[src/rtl/alu_fpga_seq.sv]
// Board harness around an external ALU: synchronised push-button commits load
// operands/opcode, a three-state execute FSM captures the ALU result, and a
// paged, source-selectable seven-segment display shows A, B or the result.
//
// state     | meaning
// ----------+-----------------------------------------------------------
// S_IDLE    | waiting; commits load A/B/opcode or start an execute
// S_EXEC    | operands held stable while the external ALU settles
// S_CAPTURE | result and flags latched from the ALU this cycle
module alu_fpga_seq #(
  parameter int DATA_W = 32,
  parameter int SW_W   = 15,
  parameter int OP_W   = 4,
  parameter int NHEX   = 8
) (
  input  logic                CLK,
  input  logic                RST,
  input  logic [3:0]          KEY,
  input  logic [17:0]         SW,
  output logic [DATA_W-1:0]   alu_a,
  output logic [DATA_W-1:0]   alu_b,
  output logic [OP_W-1:0]     alu_op,
  input  logic [DATA_W-1:0]   alu_out,
  input  logic                alu_neg,
  input  logic                alu_ovf,
  input  logic                alu_zero,
  output logic [17:0]         LEDR,
  output logic [7*NHEX-1:0]   HEX
);

  localparam int NIB    = DATA_W / 4;
  localparam int NPAGES = (DATA_W + 4 * NHEX - 1) / (4 * NHEX);
  localparam int PAGE_W = (NPAGES > 1) ? $clog2(NPAGES) : 1;
  localparam int FILL_W = DATA_W - SW_W;

  typedef enum logic [1:0] {S_IDLE, S_EXEC, S_CAPTURE} state_t;

  state_t              state_q, state_d;
  logic [3:0]          key_s1, key_s2, key_prev, press;
  logic [DATA_W-1:0]   result;
  logic [2:0]          flags;     // {ovf, neg, zero}
  logic [PAGE_W-1:0]   page;
  logic [1:0]          disp_src;  // 0 result, 1 A, 2 B
  logic                idle, busy, capture;
  logic [1:0]          mode;
  logic [DATA_W-1:0]   sw_fill;
  logic [DATA_W-1:0]   src_val;
  logic [7*NHEX-1:0]   hex_d;
  logic [3:0]          page_led;
  int                  page_base;
  logic                unused_key3;

  assign press       = key_prev & ~key_s2;
  assign mode        = SW[17:16];
  assign sw_fill     = {{FILL_W{SW[15]}}, SW[SW_W-1:0]};
  assign idle        = (state_q == S_IDLE);
  assign busy        = ~idle;
  assign page_led    = 4'(page);
  assign page_base   = int'(page) * NHEX;
  assign unused_key3 = press[3];

  function automatic logic [6:0] seg7(input logic [3:0] n);
    logic [6:0] s;
    case (n)
      4'h0: s = 7'b1000000;  4'h1: s = 7'b1111001;
      4'h2: s = 7'b0100100;  4'h3: s = 7'b0110000;
      4'h4: s = 7'b0011001;  4'h5: s = 7'b0010010;
      4'h6: s = 7'b0000010;  4'h7: s = 7'b1111000;
      4'h8: s = 7'b0000000;  4'h9: s = 7'b0010000;
      4'hA: s = 7'b0001000;  4'hB: s = 7'b0000011;
      4'hC: s = 7'b0100111;  4'hD: s = 7'b0100001;
      4'hE: s = 7'b0000110;  default: s = 7'b0001110;
    endcase
    return s;
  endfunction

  function automatic logic [3:0] nib_at(input logic [DATA_W-1:0] v, input int idx);
    logic [DATA_W-1:0] sh;
    sh = v >> (4 * idx);
    return sh[3:0];
  endfunction

  // Two-flop synchroniser plus previous-value flop; reset to "released" so no press escapes reset
  always_ff @(posedge CLK) begin
    if (RST) begin
      key_s1   <= '1;
      key_s2   <= '1;
      key_prev <= '1;
    end else begin
      key_s1   <= KEY;
      key_s2   <= key_s1;
      key_prev <= key_s2;
    end
  end

  // FSM state register
  always_ff @(posedge CLK) begin
    if (RST) state_q <= S_IDLE;
    else     state_q <= state_d;
  end

  // FSM next state; commits outside IDLE fall through unused
  always_comb begin
    state_d = state_q;
    capture = 1'b0;
    unique case (state_q)
      S_IDLE:    if (press[0] && mode == 2'b11) state_d = S_EXEC;
      S_EXEC:    state_d = S_CAPTURE;
      S_CAPTURE: begin
        capture = 1'b1;
        state_d = S_IDLE;
      end
      default:   state_d = S_IDLE;
    endcase
  end

  // Operand/opcode loads and result capture; loads only while idle so the ALU inputs stay put
  always_ff @(posedge CLK) begin
    if (RST) begin
      alu_a  <= '0;
      alu_b  <= '0;
      alu_op <= '0;
      result <= '0;
      flags  <= '0;
    end else begin
      if (press[0] && idle) begin
        case (mode)
          2'b00:   alu_a  <= sw_fill;
          2'b01:   alu_b  <= sw_fill;
          2'b10:   alu_op <= SW[OP_W-1:0];
          default: ;
        endcase
      end
      if (capture) begin
        result <= alu_out;
        flags  <= {alu_ovf, alu_neg, alu_zero};
      end
    end
  end

  // Page and display-source selection, honoured in every FSM state
  always_ff @(posedge CLK) begin
    if (RST) begin
      page     <= '0;
      disp_src <= 2'd0;
    end else begin
      if (press[1]) begin
        if (page == PAGE_W'(NPAGES - 1)) page <= '0;
        else                             page <= page + PAGE_W'(1);
      end
      if (press[2]) begin
        if (disp_src == 2'd2) disp_src <= 2'd0;
        else                  disp_src <= disp_src + 2'd1;
      end
    end
  end

  // Display source mux
  always_comb begin
    unique case (disp_src)
      2'd1:    src_val = alu_a;
      2'd2:    src_val = alu_b;
      default: src_val = result;
    endcase
  end

  // Per-digit nibble decode; digits past the top nibble stay blank
  always_comb begin
    hex_d = '1;
    for (int d = 0; d < NHEX; d++) begin
      if (page_base + d < NIB) hex_d[7*d +: 7] = seg7(nib_at(src_val, page_base + d));
    end
  end

  // Registered board outputs
  always_ff @(posedge CLK) begin
    HEX  <= hex_d;
    LEDR <= {8'd0, page_led, disp_src, busy, flags[0], flags[2], flags[1]};
  end

endmodule

[config.mk]
export PLATFORM = sky130hd
export DESIGN_NAME = alu_fpga_seq
export DESIGN_NICKNAME = d
export VERILOG_FILES = /design/src/rtl/alu_fpga_seq.sv
export SDC_FILE = /design/constraint.sdc
export NUM_CORES = 1
export LEC_CHECK = 0
export CORE_UTILIZATION = 42
export DETAILED_ROUTE_END_ITERATION = 16
export PLACE_DENSITY = 0.74
export SLEW_MARGIN = 40
export SYNTH_ARGS = -nofsm -noshare
export SYNTH_HDL_FRONTEND = slang
export SYNTH_SLANG_ARGS = --single-unit
export TNS_END_PERCENT = 20
[constraint.sdc]
create_clock -name CLK -period 7.7 [get_ports CLK]
set_input_delay 1.54 -clock CLK [delete_from_list [all_inputs] [get_ports CLK]]
set_output_delay 1.54 -clock CLK [all_outputs]
set_load 0.01 [all_outputs]
==> results.rst <==
.. list-table::
   :header-rows: 1

   * - Metric
     - Value
   * - Run status
     - completed
   * - Nature of the critical path startpoint
     - flip-flop
   * - Total number of yosys warnings
     - 0
   * - FMAX
     - roughly 0.27 GHz
   * - Antenna Cells
     - 0
   * - Largest net degree at the start of global routing
     - 75
   * - Ys async rst share
     - 0%
   * - Global-route usage over all layers
     - 20.3%
   * - Count of cells resized by post-cts repair
     - 0
   * - Avg Synthesized Cell Area
     - between 8 and 9 um2
   * - First-pass GRT wire length
     - 28.6 mm
   * - Total number of vias
     - 6100
   * - Hold-fix buffers, CTS
     - 0
   * - Top cell type by total area after synthesis
     - sky130_fd_sc_hd__dfxtp_1
   * - Fin worst setup slack
     - roughly 4.0 ns
   * - Cell area after synthesis
     - 0.00737 mm2
   * - Post-Place Cell Area
     - 0.00907 mm2
   * - Sequential element share of the synthesized area
     - 38.8%
   * - Count of flip-flops with a built-in enable after synthesis
     - 0
   * - Worst Path Required
     - 7.97 ns
   * - Critical path cell sequence
     - inv_1, ha_1, a22o_1, nor2_2, nor2_1, inv_1, ha_1, nor2b_1, a2111oi_0, a221oi_1
   * - Width of the die
     - 134 um
   * - Floorplan row count
     - 48
   * - Number of distinct library cells after synthesis
     - about 60
   * - Flop and latch count out of synthesis
     - 143
   * - Final worst-path cycle share
     - 48.1%
   * - Maximum level of the CTS H-tree
     - 4
   * - Worst clock skew
     - roughly 0.013 ns
   * - Cell types occupying the most area after synthesis
     - sky130_fd_sc_hd__dfxtp_1 39%, sky130_fd_sc_hd__mux2i_1 9.6%, sky130_fd_sc_hd__ha_1 9.5%, sky130_fd_sc_hd__buf_4 5.3%, sky130_fd_sc_hd__nor2_1 4.9%
   * - Min-Delay Path Class
     - reg2reg
   * - Max-cap violations
     - 0
   * - # Post-CTS Setup Buffers
     - 0
   * - Final routed wire length divided by cell count
     - 15.2 um
   * - Initial antenna violation count
     - 0
   * - Proportion of netlist area held by the largest area contributor
     - 38.8%
   * - I/O Buffers
     - 186
   * - Unrepaired setup endpoints after global routing
     - no
   * - Net Sw Power
     - 451 uW
   * - Std-Cell Core Area
     - 0.0172 mm2
   * - Total Nets Final
     - about 1100
   * - HPWL after detailed placement
     - 12.8 mm
   * - Sequential share of power
     - 41.8%
   * - Layout overhead on the synthesized area
     - 31.1%
   * - First-pass detailed-route iteration total
     - 4
   * - Starting density of the core
     - 42.8%
   * - Routability cong.
     - 0.848
   * - P per Cell Area
     - 194 mW/mm2
   * - Slowest library cell on the worst path
     - sky130_fd_sc_hd__a22o_1
   * - Worst setup slack after placement
     - 4.05 ns
   * - Clock sink count
     - 143
   * - Delay of the slowest cell on the worst path
     - 0.71 ns
   * - Tightest Pin Transition
     - 0.808 ns
   * - Cell area after layout
     - 0.00967 mm2
   * - Via count normalized by instance count
     - a little over 5
   * - Maximum fanout along the worst path
     - 18
   * - # DRC
     - 0
   * - Largest voltage drop on the vdd net
     - ~0.00015 V
   * - Slew HR
     - between 40% and 50%
   * - Worst hold path cell count
     - 0
   * - Post-layout power
     - 1880 uW
   * - Vias in the first global route
     - roughly 5600
   * - Clk root buf
     - sky130_fd_sc_hd__clkbuf_16
   * - Shortest clock period the worst path allows after layout
     - 3.70 ns
   * - Num CTS Buffers
     - 17
   * - Most frequent cells in the layout
     - 185 x sky130_fd_sc_hd__clkdlybuf4s50_1, 143 x sky130_fd_sc_hd__dfxtp_1, 96 x sky130_fd_sc_hd__nor2_1
   * - Worst R2R Path Depth
     - 10
   * - Arrival @ worst endpoint
     - between 3 and 4 ns
   * - Overall die area
     - roughly 0.018 mm2
   * - Number of hold violations in the final report
     - 0
   * - CTS tree
     - yes
   * - Share of post-route cells with drive strength above 1
     - 7.00%
   * - Type of the worst setup path
     - reg2reg
   * - Final total negative setup slack
     - 0 ns
   * - Post-route antenna net violation count
     - 0
   * - Relative contribution of combinational cells to total power
     - 13.6%
   * - Leakage power
     - 0.00389 uW
   * - Clock transition at the registers of the reported paths
     - 0.06 ns
   * - Clock power frac
     - between 40 and 50%
   * - IO Pins
     - 201
   * - Nature of the critical path endpoint
     - flip-flop
   * - Final setup violation count
     - 0
   * - CTS max path bufs
     - 2
   * - Top flip-flop cell by instance count after synthesis
     - sky130_fd_sc_hd__dfxtp_1
   * - Insertion delay to the later sink of the worst-skew pair
     - 0.42 ns
   * - Number of DRC violations after detailed-routing iteration 0
     - around 400
   * - GR Overflow Total
     - 0
   * - Die height
     - ~130 um
   * - Wirelength, routed
     - 18.2 mm
   * - Post-Synthesis Cells
     - 830
   * - Internal Pwr Total
     - 1430 uW
   * - Count of pins over their slew limit
     - 0
   * - Leading cell type in the layout, fill and taps excluded
     - sky130_fd_sc_hd__clkdlybuf4s50_1
   * - Switching fraction of total power
     - 24.0%
[stage by stage]
step | instances | util [%] | hold slack [ns]
2_1_floorplan | 841 | - | 0.331
3_3_place_gp | 1159 | 52.2 | 0.334
3_5_place_dp | 1165 | 52.6 | 0.335
4_1_cts | 1196 | 56.1 | 0.345
5_1_grt | 1196 | 56.1 | 0.353
6_report | 1196 | 56.1 | 0.345
[synthesized netlist by cell type (9+ instances only)]
master / instances
sky130_fd_sc_hd__dfxtp_1: 143
sky130_fd_sc_hd__nor2_1: 96
sky130_fd_sc_hd__nand2_1: 92
sky130_fd_sc_hd__mux2i_1: 71
sky130_fd_sc_hd__a21oi_1: 68
sky130_fd_sc_hd__ha_1: 56
sky130_fd_sc_hd__buf_4: 52
sky130_fd_sc_hd__o21ai_0: 29
sky130_fd_sc_hd__clkbuf_1: 26
sky130_fd_sc_hd__inv_1: 23
sky130_fd_sc_hd__a22oi_1: 13
sky130_fd_sc_hd__buf_2: 13
sky130_fd_sc_hd__nor2b_1: 13
sky130_fd_sc_hd__a211oi_1: 10
sky130_fd_sc_hd__a21o_1: 9
sky130_fd_sc_hd__nand3_1: 9
[cell families after synthesis]
kind of cell / count (synthesis) / synth area share (%)
and+or+nand+nor: 250 / 15.1
AOI/OAI and AO/OA: 181 / 15.6
DFF: 143 / 38.8
buffers and inverters: 119 / 9.35
muxes: 80 / 11.5
adders and majority gates: 56 / 9.50
other: 1 / 0.0509
[final cells by class]
type | instances | area, um2
fillers | 1551 | 7570
multi-input cells | 579 | 3890
flip-flops and latches | 143 | 2860
repair buffers | 195 | 1950
clock buffers | 21 | 460
well taps | 225 | 282
clock inverters | 10 | 138
inverters | 23 | 86.3
[power by group through the flow]
| stage | logic [uW] | registers (uW) | clock network, uW |
|---|---|---|---|
| 2_1_floorplan | 126 | 815 | 0 |
| 3_3_place_gp | 249 | 801 | 0 |
| 3_5_place_dp | 254 | 802 | 0 |
| 4_1_cts | 257 | 786 | 853 |
| 5_1_grt | 278 | 788 | 888 |
| 6_report | 255 | 785 | 839 |
[layer usage]
layer | routed length (um) | vias to the layer above | GRT usage (%)
li1 | - | 3044 | -
met1 | 7990 | 2828 | 24.6
met2 | 8640 | 204 | 34.4
met3 | 1270 | 24 | 5.59
met4 | 250 | 0 | 7.18
met5 | 0 | - | 0
[flip-flops by register name, indices dropped and copies added, names as in the netlist]
name,cells
alu_b,16
HEX,56
alu_op,4
key_s2,2
alu_a,16
result,32
key_prev,2
state_q,2
LEDR,6
key_s1,2
disp_src,2
flags,3
[critical path, delay by kind of cell, from the launching register on]
kind	cells	cell delay, ns
fa+ha+maj	2	0.93
flops	1	0.33
buf+inv	2	0.30
compound gates	3	1.21
simple gates	3	0.77
[path summary, 6_finish.rpt]
path | start | endpoint | slack [ns]
min | flags[2] | LEDR[1] | 0.35
max | disp_src[1] | HEX[38] | 4.00
min reg2reg | flags[2] | LEDR[1] | 0.35
max reg2reg | disp_src[1] | HEX[38] | 4.00
(Power assumes the default switching activity.)
